## src/rtl/mdu_iter_pkg.sv

```systemverilog
// Shared definitions for the iterative multiply/divide unit.
// Holds the operation encodings, the FSM state type and a small
// helper that tells signed operations apart from unsigned ones.
package mdu_iter_pkg;

  localparam logic [2:0] MDU_OP_MULT  = 3'd0;
  localparam logic [2:0] MDU_OP_MULTU = 3'd1;
  localparam logic [2:0] MDU_OP_DIV   = 3'd2;
  localparam logic [2:0] MDU_OP_DIVU  = 3'd3;
  localparam logic [2:0] MDU_OP_MTHI  = 3'd4;
  localparam logic [2:0] MDU_OP_MTLO  = 3'd5;

  typedef enum logic [1:0] {
    ST_IDLE = 2'd0,
    ST_MUL  = 2'd1,
    ST_DIV  = 2'd2,
    ST_FIX  = 2'd3
  } mdu_state_t;

  function automatic logic f_is_signed(input logic [2:0] op);
    return (op == MDU_OP_MULT) || (op == MDU_OP_DIV);
  endfunction

endpackage

```

## src/rtl/mdu_divstep.sv

```systemverilog
// One restoring-division step (purely combinational).
// Ports:
//   i_rem  partial remainder in (always < i_div for a non-zero divisor)
//   i_quo  dividend/quotient shift register in
//   i_div  divisor magnitude
//   o_rem  partial remainder out
//   o_quo  quotient shift register out, new quotient bit in LSB
module mdu_divstep #(
  parameter int WIDTH = 32
) (
  input  logic [WIDTH-1:0] i_rem,
  input  logic [WIDTH-1:0] i_quo,
  input  logic [WIDTH-1:0] i_div,
  output logic [WIDTH-1:0] o_rem,
  output logic [WIDTH-1:0] o_quo
);

  logic [WIDTH:0]   w_shift;
  logic [WIDTH-1:0] w_diff;
  logic             w_ge;

  always_comb begin
    w_shift = {i_rem, i_quo[WIDTH-1]};
    w_ge    = (w_shift >= {1'b0, i_div});
    // When the subtraction is taken the result is below the divisor,
    // so the low WIDTH bits of the difference are exact.
    w_diff  = w_shift[WIDTH-1:0] - i_div;
    o_rem   = w_ge ? w_diff : w_shift[WIDTH-1:0];
    o_quo   = {i_quo[WIDTH-2:0], w_ge};
  end

endmodule

```

## src/rtl/mdu_iter.sv

```systemverilog
// Iterative multiply/divide unit with HI/LO result registers.
// MULT/MULTU use a WIDTH-step shift-add multiplier, DIV/DIVU a
// WIDTH-step restoring divider; signed ops work on magnitudes and are
// sign-corrected in a final FIX cycle. MTHI/MTLO write HI/LO directly.
// Ports:
//   Clk_I, Rst_I     clock, synchronous active-high reset
//   Start_I, Op_I    request strobe and operation code
//   A_I, B_I         operands (A_I is also the MTHI/MTLO source)
//   Busy_O           iterative operation in progress
//   Done_O           one-cycle pulse when Hi_O/Lo_O are updated
//   Hi_O, Lo_O       HI/LO registers
//   DivZero_O        last divide had a zero divisor (sticky)
module mdu_iter
  import mdu_iter_pkg::*;
#(
  parameter int WIDTH = 32
) (
  input  logic             Clk_I,
  input  logic             Rst_I,
  input  logic             Start_I,
  input  logic [2:0]       Op_I,
  input  logic [WIDTH-1:0] A_I,
  input  logic [WIDTH-1:0] B_I,
  output logic             Busy_O,
  output logic             Done_O,
  output logic [WIDTH-1:0] Hi_O,
  output logic [WIDTH-1:0] Lo_O,
  output logic             DivZero_O
);

  localparam int CW = $clog2(WIDTH);

  function automatic logic [WIDTH-1:0] f_neg(input logic [WIDTH-1:0] v,
                                             input logic en);
    return en ? -v : v;
  endfunction

  mdu_state_t       r_state, w_state_nxt;
  logic [CW-1:0]    r_cnt;
  logic             r_is_div, r_sa, r_sb, r_dz;
  logic [WIDTH-1:0] r_m, r_acc_hi, r_acc_lo;
  logic [WIDTH-1:0] r_hi, r_lo;
  logic             r_done, r_divzero;

  logic             w_op_mul, w_op_div, w_sign_a, w_sign_b;
  logic [WIDTH:0]   w_mul_sum;
  logic [WIDTH-1:0] w_mul_hi, w_mul_lo;
  logic [WIDTH-1:0] w_div_rem, w_div_quo;
  logic [2*WIDTH-1:0] w_prod;
  logic [WIDTH-1:0] w_quo, w_rem;

  always_comb begin
    w_op_mul = (Op_I == MDU_OP_MULT) || (Op_I == MDU_OP_MULTU);
    w_op_div = (Op_I == MDU_OP_DIV)  || (Op_I == MDU_OP_DIVU);
    w_sign_a = f_is_signed(Op_I) & A_I[WIDTH-1];
    w_sign_b = f_is_signed(Op_I) & B_I[WIDTH-1];
  end

  always_comb begin
    w_state_nxt = r_state;
    case (r_state)
      ST_IDLE: begin
        if (Start_I && w_op_mul)      w_state_nxt = ST_MUL;
        else if (Start_I && w_op_div) w_state_nxt = ST_DIV;
      end
      ST_MUL, ST_DIV: if (r_cnt == '0) w_state_nxt = ST_FIX;
      ST_FIX:  w_state_nxt = ST_IDLE;
      default: w_state_nxt = ST_IDLE;
    endcase
  end

  always_ff @(posedge Clk_I) begin
    if (Rst_I) r_state <= ST_IDLE;
    else       r_state <= w_state_nxt;
  end

  // Multiply step: {acc_hi, acc_lo} holds partial product and the
  // not-yet-consumed multiplier bits; add multiplicand on LSB, shift right.
  always_comb begin
    w_mul_sum = {1'b0, r_acc_hi} + (r_acc_lo[0] ? {1'b0, r_m} : '0);
    w_mul_hi  = w_mul_sum[WIDTH:1];
    w_mul_lo  = {w_mul_sum[0], r_acc_lo[WIDTH-1:1]};
  end

  mdu_divstep #(.WIDTH(WIDTH)) u_divstep (
    .i_rem (r_acc_hi),
    .i_quo (r_acc_lo),
    .i_div (r_m),
    .o_rem (w_div_rem),
    .o_quo (w_div_quo)
  );

  // Sign correction applied on the FIX edge. A zero divisor forces an
  // all-ones quotient; the remainder then already equals the dividend.
  always_comb begin
    w_prod = {r_acc_hi, r_acc_lo};
    if (r_sa ^ r_sb) w_prod = -w_prod;
    w_quo = r_dz ? '1 : f_neg(r_acc_lo, r_sa ^ r_sb);
    w_rem = f_neg(r_acc_hi, r_sa);
  end

  // Working datapath registers; they are always loaded before use.
  always_ff @(posedge Clk_I) begin
    case (r_state)
      ST_IDLE: begin
        if (Start_I && (w_op_mul || w_op_div)) begin
          r_is_div <= w_op_div;
          r_sa     <= w_sign_a;
          r_sb     <= w_sign_b;
          r_dz     <= w_op_div && (B_I == '0);
          r_cnt    <= CW'(WIDTH - 1);
          r_acc_hi <= '0;
          // Multiplicand/divisor goes in r_m, the shifted operand in acc_lo.
          r_m      <= w_op_mul ? f_neg(A_I, w_sign_a) : f_neg(B_I, w_sign_b);
          r_acc_lo <= w_op_mul ? f_neg(B_I, w_sign_b) : f_neg(A_I, w_sign_a);
        end
      end
      ST_MUL: begin
        r_acc_hi <= w_mul_hi;
        r_acc_lo <= w_mul_lo;
        r_cnt    <= r_cnt - 1'b1;
      end
      ST_DIV: begin
        r_acc_hi <= w_div_rem;
        r_acc_lo <= w_div_quo;
        r_cnt    <= r_cnt - 1'b1;
      end
      default: ;
    endcase
  end

  always_ff @(posedge Clk_I) begin
    if (Rst_I) begin
      r_hi      <= '0;
      r_lo      <= '0;
      r_done    <= 1'b0;
      r_divzero <= 1'b0;
    end else begin
      r_done <= 1'b0;
      case (r_state)
        ST_IDLE: begin
          if (Start_I) begin
            if (Op_I == MDU_OP_MTHI) begin
              r_hi   <= A_I;
              r_done <= 1'b1;
            end else if (Op_I == MDU_OP_MTLO) begin
              r_lo   <= A_I;
              r_done <= 1'b1;
            end else if (w_op_div) begin
              r_divzero <= 1'b0;
            end
          end
        end
        ST_FIX: begin
          r_done <= 1'b1;
          if (r_is_div) begin
            r_hi      <= w_rem;
            r_lo      <= w_quo;
            r_divzero <= r_dz;
          end else begin
            r_hi <= w_prod[2*WIDTH-1:WIDTH];
            r_lo <= w_prod[WIDTH-1:0];
          end
        end
        default: ;
      endcase
    end
  end

  assign Busy_O    = (r_state != ST_IDLE);
  assign Done_O    = r_done;
  assign Hi_O      = r_hi;
  assign Lo_O      = r_lo;
  assign DivZero_O = r_divzero;

endmodule

```

## config.mk

```make
export PLATFORM = sky130hd
export DESIGN_NAME = mdu_iter
export DESIGN_NICKNAME = d
export VERILOG_FILES = /design/src/rtl/mdu_iter_pkg.sv /design/src/rtl/mdu_divstep.sv /design/src/rtl/mdu_iter.sv
export SDC_FILE = /design/constraint.sdc
export NUM_CORES = 1
export LEC_CHECK = 0
export CORE_UTILIZATION = 45
export CTS_CLUSTER_SIZE = 20
export DETAILED_ROUTE_END_ITERATION = 8
export PLACE_DENSITY = 0.65
export SLEW_MARGIN = 20
export SYNTH_ARGS = -nofsm -noshare
export SYNTH_HDL_FRONTEND = slang
export SYNTH_SLANG_ARGS = --single-unit
```

## constraint.sdc

```tcl
create_clock -name Clk_I -period 4.9 [get_ports Clk_I]
set_input_delay 1.47 -clock Clk_I [delete_from_list [all_inputs] [get_ports Clk_I]]
set_output_delay 1.47 -clock Clk_I [all_outputs]
set_load 0.02 [all_outputs]
```

== Yosys cells after proc, flatten, opt, wreduce, memory -nomap -nowiden ==
Index checks and enable logic that the tools add are counted.

* Flip-flop bits (word level): 173
* Input bits: 70
* Output and inout bits: 67

* $add $sub $neg: 8
* Order comparisons: 1
* Equality and inequality tests: 18
* Muxes and demuxes: 39
* Bitwise gates (word level): 3
* Reductions and logical operators: 24

{| class="wikitable"
|+ Operators with widths
! kind !! number
|-
| 32-bit two-way mux || 18
|-
| 32-bit one-hot mux with 3 select lines || 2
|-
| 32-bit negation || 4
|-
| 32-bit one-hot mux with 2 select lines || 2
|-
| 64-bit two-way mux || 1
|-
| 64-bit negation || 1
|-
| 32-bit by 32-bit adder with 33-bit output || 1
|-
| 33-bit by 32-bit >= comparator with 1-bit output || 1
|-
| 32-bit logical NOT || 1
|-
| 32-bit subtractor || 1
|-
| 2-bit inequality test, second input constant || 8
|-
| 5-bit one-hot mux with 2 select lines || 1
|-
| 1-bit two-way mux || 8
|-
| 2-bit AND reduction || 4
|-
| 3-bit by 2-bit equality test with 1-bit output, second input constant || 2
|-
| 3-bit equality test, second input constant || 2
|-
| 2-bit two-way mux || 3
|-
| 2-bit one-hot mux with 3 select lines || 1
|-
| 6-bit AND reduction || 1
|-
| 2-bit nonzero test || 3
|-
| 5-bit logical NOT || 1
|-
| 5-bit two-way mux || 1
|-
| 5-bit by 1-bit subtractor with 5-bit output, second input constant || 1
|-
| 2-bit equality test, second input constant || 2
|-
| 15 further kinds || 23
|}

== Longest topological paths before layout ==
* Depth in word-level cells: 7
* Mapped depth: 14
* Gate-level depth less buffers: 13

== By module ==
From an unflattened synthesis, not the netlist that was laid out.

* Cell total of the unflattened synthesis: 1903
* Area, all modules: 15593.7 um^2

{| class="wikitable"
|+ By module, submodules not included
! module !! times used !! cells an instance !! area each (um^2) !! sequential area each (um^2)
|-
| mdu_iter || 1 || 1548 || 13022.5 || 4514.3
|-
| mdu_divstep || 1 || 355 || 2571.2 || 0.0
|}

== Least setup slack after synthesis ==
OpenSTA, ideal clock, no wires.

* Path kind: input to register
* From: input port Start_I
* To: register r_acc_hi[0] (enable)
* Setup time: 0.426 ns
* Arrival: 4.096 ns
* Path slack: 0.379 ns
* Stages on the path: 3
* Cell sequence: nor2b_1 -> and2_1 -> a21o_1

* Longest elaborated chain between the ends: 3

{| class="wikitable"
|+ Ends and longest elaborated chain
! item !! RTL line !! RTL
|-
| start, declared || mdu_iter.sv:20 || <nowiki>input logic Start_I,</nowiki>
|-
| 1-bit logical AND || mdu_iter.sv:106 || <nowiki>if (Start_I && (w_op_mul || w_op_div)) begin</nowiki>
|-
| 2-bit inequality test (no source line) || -- ||
|-
| 2-bit AND reduction (no source line) || -- ||
|-
| end signal, assigned || mdu_iter.sv:119 || <nowiki>r_acc_hi <= w_mul_hi;</nowiki>
|-
| end signal, assigned || mdu_iter.sv:124 || <nowiki>r_acc_hi <= w_div_rem;</nowiki>
|-
| end, declared || mdu_iter.sv:41 || <nowiki>logic [WIDTH-1:0] r_m, r_acc_hi, r_acc_lo;</nowiki>
|}

Every way passes these cells.
A chain may end at the register's enable or synchronous reset.

== Worst setup path in the final report ==
* From: input port A_I[9]
* To: register r_acc_lo[20], data pin

* Longest elaborated chain between the ends: 5

{| class="wikitable"
|+ Ends and longest elaborated chain
! item !! RTL line !! RTL
|-
| start, declared || mdu_iter.sv:22 || <nowiki>input logic [WIDTH-1:0] A_I,</nowiki>
|-
| 32-bit negation || mdu_iter.sv:35 || <nowiki>return en ? -v : v;</nowiki>
|-
| 32-bit two-way mux || mdu_iter.sv:35 ||
|-
| 32-bit two-way mux || mdu_iter.sv:115 || <nowiki>r_acc_lo <= w_op_mul ? f_neg(B_I, w_sign_b) : f_neg(A_I, w_sign_a);</nowiki>
|-
| 32-bit two-way mux || mdu_iter.sv:106 ||
|-
| 32-bit one-hot mux with 3 select lines || mdu_iter.sv:104 || <nowiki>case (r_state)</nowiki>
|-
| end signal, assigned || mdu_iter.sv:115 ||
|-
| end signal, assigned || mdu_iter.sv:120 || <nowiki>r_acc_lo <= w_mul_lo;</nowiki>
|-
| end signal, assigned || mdu_iter.sv:125 || <nowiki>r_acc_lo <= w_div_quo;</nowiki>
|-
| end, declared || mdu_iter.sv:41 ||
|}

Every way passes these cells. The select of a mux whose other input is x is not followed.

==> qor.log <==
qor: critical_path.critical_path.startpoint_type input pin
qor: sta.worstMarginPinSlew 1.12 ns
qor: die.dieWidth 181 um
qor: critical_path.critical_path.reg2reg.startpoint r_acc_hi[11]$_DFFE_PP_
qor: clock_tree.cts.reportedPaths.clkPinSlew 0.08 ns
qor: logic_synthesis.netlist_area_before_placement 0.0144 mm2
qor: pwr.report.power.total 7.66 mW
qor: critical_path.critical_path_s_most_frequent_cell sky130_fd_sc_hd__nand2_1
qor: die.design.portCount 137
qor: clock_tree.postCtsHoldBufs 0
qor: logic_synthesis.avgSynthCellArea 8.28 um2
qor: pwr.pwr-share-comb 50.3%
qor: die.placeableCoreArea 0.0316 mm2
qor: logic_synthesis.ys.warnings.count 0
qor: sta.finalCritPeriodShare 88.7%
qor: place.dpl_wire_length 40800 um
qor: sta.worst_slew_margin_rel 25.0%
qor: cells_and_area.layout-drive-gt1-share 6.10%
qor: global_routing.antenna_found_initial 0
qor: global_routing.grt_first_pass_wirelength 79500 um
qor: critical_path.critPathMaxStageDelay 0.58 ns
qor: pwr.netSwitchingFraction 44.9%
qor: clock_tree.cts_resized 0
qor: logic_synthesis.synth_ff_type sky130_fd_sc_hd__edfxtp_1
qor: hold_path.whs_endpoint Hi_O[14]$_SDFFE_PP0P_
qor: sta.report.final.setup_viol 0
qor: global_routing.track_usage 32.0%
qor: global_routing.total_global_routing_overflow 0
qor: sta.fmax 0.230 GHz
qor: cells_and_area.final.fill_count 2992
qor: logic_synthesis.synth.ff_latch_count 173
qor: pwr.irDropWorstVdd 0.312 mV
qor: place.dpl_worst_slack 0.165 ns
qor: critical_path.worst_setup_end_kind flop
qor: die.floorplan.initialDensity 45.7%
qor: die.die_h 181 um
qor: drt.number_of_vias_in_the_routed_layout 14200
qor: logic_synthesis.netlist_top_cells_area sky130_fd_sc_hd__edfxtp_1 22%, sky130_fd_sc_hd__dfxtp_1 9.4%, sky130_fd_sc_hd__ha_1 6.5%
qor: logic_synthesis.synth_enable_flop_cells 105
qor: die.row_count 65
qor: sta.final_hold_viols 0
qor: cells_and_area.final-instance-count-excl-fill 2253
qor: drt.detail_route.iter0.violations 1611
qor: sta.rsz0062_at_grt no
qor: pwr.internal_cell_power 4.22 mW
qor: clock_tree.numCtsBuffers 17
qor: cells_and_area.area_growth_syn_to_layout 16.8%
qor: die.die-area 0.0327 mm2
qor: critical_path.timing.setup.critical_path_class input pin to flop
qor: place.count_of_placed_standard_cells_including_taps 2221
qor: place.detailed_place.area 0.0162 mm2
qor: hold_path.hold_path.class flop to flop
qor: cells_and_area.final_core_utilization 53.3%
qor: cells_and_area.finalNetCount 1985
qor: global_routing.via_count_of_the_first_global_routing_pass 13300
qor: logic_synthesis.synth_fp_nets 1886
qor: drt.postRouteWirelength 52600 um
qor: clock_tree.insertion_delay 0.45 ns
qor: logic_synthesis.postSynthCellCount 1739
qor: logic_synthesis.yosysTopAreaCell sky130_fd_sc_hd__edfxtp_1
qor: pwr.clock_power_share 18.2%
qor: drt.post_drt_wl_per_cell 23.3 um
qor: logic_synthesis.synth_cell_types 70
qor: sta.worst_clock_skew 0.0130 ns
qor: hold_path.min_delay_path_depth 1
qor: drt.drc_errors 0
qor: logic_synthesis.synthMostInstantiatedCell sky130_fd_sc_hd__nor2_1
qor: clock_tree.htree_num_levels 4
qor: clock_tree.post_cts_buffers 0
qor: cells_and_area.cell_area_after_layout 0.0168 mm2
qor: pwr.total_leakage_power 6.45 nW
qor: critical_path.timing.reg2reg.setup_slack 0.86 ns
qor: place.place.port_buffers 136
qor: sta.final_max_slew_viol_count 0
qor: critical_path.worst-path-max-fanout 5
qor: critical_path.cp_data_arrival_time 4.55 ns
qor: place.routabilityCongestion 0.973
qor: clock_tree.cts_max_path_buffers 2
qor: sta.hold_ws 0.449 ns
qor: drt.first_pass_iters 7
qor: sta.fin_tns_setup 0 ns
qor: sta.period_minus_slack 4.35 ns
qor: pwr.power_density 455 mW/mm2
qor: critical_path.required 5.10 ns
qor: hold_path.hold_path_startpoint Hi_O[14]$_SDFFE_PP0P_
qor: logic_synthesis.asyncSetResetFlopFracSynth 0%
qor: sta.post-route-worst-setup-slack 0.555 ns
qor: pwr.p_switching 3.44 mW
qor: critical_path.crit_slowest_cell sky130_fd_sc_hd__or4_1
qor: logic_synthesis.yosysTopAreaCellShare 21.9%
qor: run_status.status complete, no violations
qor: clock_tree.cts_num_sinks 173
qor: logic_synthesis.synthTopCellsByCount 188 x sky130_fd_sc_hd__nor2_1, 183 x sky130_fd_sc_hd__a21oi_1, 142 x sky130_fd_sc_hd__nand2_1
qor: cells_and_area.multiInputGateArea 0.00929 mm2
qor: logic_synthesis.seq_area_frac_synth 31.3%
qor: flow_run.maxCapViolCount 0
qor: global_routing.grt_max_degree 92
qor: clock_tree.ctsRootBufferMaster sky130_fd_sc_hd__clkbuf_16
qor: drt.viasPerCell 6.31
qor: drt.drtAntennaViolNets 0
qor: critical_path.r2r_depth 11
qor: cells_and_area.diodes 0
qor: critical_path.cp_cell_sequence clkdlybuf4s50_1 > or4_1 > or3_1 > nor4_1 > nand2_1 > o31ai_1 > xor2_1 > nand2_1 > a21oi_1 > nor2_1
qor: critical_path.r2r_end r_acc_hi[18]$_DFFE_PP_
qor: cells_and_area.final-seq-area 0.00451 mm2
qor: pwr.seq_power_share 31.4%
qor: clock_tree.cts_tree built
-- cells by family after synthesis --
logic type | after synthesis | synth area share (%)
AND/OR/NAND/NOR | 525 | 17.3
AO/OA/AOI/OAI | 561 | 25.2
multiplexers | 60 | 4.18
XOR/XNOR | 177 | 10.8
adder cells (fa/ha/maj) | 77 | 6.79
buffers and inverters | 166 | 4.41
flip-flops | 173 | 31.3
-- layout by cell type, fill, tap and decap left out, drive strengths merged, types with 34 or more instances in the layout --
master,Yosys,routed
a21o,36,36
a21oi,183,183
a31oi,34,34
buf,15,36
clkdlybuf4s50,0,136
dfxtp,68,68
edfxtp,105,105
ha,75,75
inv,72,78
mux2i,59,59
nand2,142,142
nor2,188,188
nor3,47,47
o21ai,95,95
o22ai,35,35
xnor2,94,94
xor2,83,83
-- power groups by stage --
stage	combinational (mW)	sequential, mW	clock (mW)
finish	3.86	2.41	1.39
global route	4.20	2.42	1.46
CTS	3.80	2.39	1.41
detailed placement	3.77	2.42	0
global placement	3.74	2.42	0
floorplan	2.74	2.26	0
-- sequential cells by signal (all words and copies together) (netlist names) --
signal     flops
r_dz           1
Lo_O          32
r_sa           1
r_acc_hi      32
r_cnt          5
Done_O         1
DivZero_O      1
r_state        2
r_acc_lo      32
r_m           32
r_sb           1
Hi_O          32
r_is_div       1
-- how the worst max path moves through the flow --
| stage | startpoint | to | slack [ns] | cells past startpoint |
|---|---|---|---|---|
| final | A_I[9] | r_acc_lo[20]$_DFFE_PP_ | 0.55 | 10 |
| after CTS | A_I[9] | r_acc_lo[20]$_DFFE_PP_ | 0.63 | 10 |
| after floorplan | Start_I | r_acc_hi[0]$_DFFE_PP_ | 0.38 | 3 |
| after global routing | A_I[9] | r_acc_lo[26]$_DFFE_PP_ | 0.38 | 9 |
| after detailed placement | A_I[9] | r_acc_lo[20]$_DFFE_PP_ | 0.17 | 10 |
| after global placement | A_I[9] | r_acc_lo[20]$_DFFE_PP_ | 0.26 | 10 |
-- layer usage --
metal | vias up | wire length, um | global-route usage (%)
met5 | - | 0 | 0
li1 | 6644 | - | -
met3 | 99 | 3840 | 5.52
met2 | 618 | 24700 | 53.2
met4 | 0 | 1770 | 11.6
met1 | 6854 | 22200 | 41.7
-- worst max-delay path: cells and delay by family --
family,cells,cell delay [ns]
simple gates,6,1.89
compound gates,2,0.52
buf+inv,1,0.43
xor+xnor,1,0.24
-- layout make-up --
type	count	share of cell area [%]
Clock buffer	17	2.53
Clock inverter	15	0.952
Inverter	74	1.65
Multi-Input combinational cell	1400	55.2
Sequential cell	173	26.8
Tap cell	402	2.99
Timing Repair Buffer	172	9.85
Note: power is estimated with default switching activity, not from simulation.
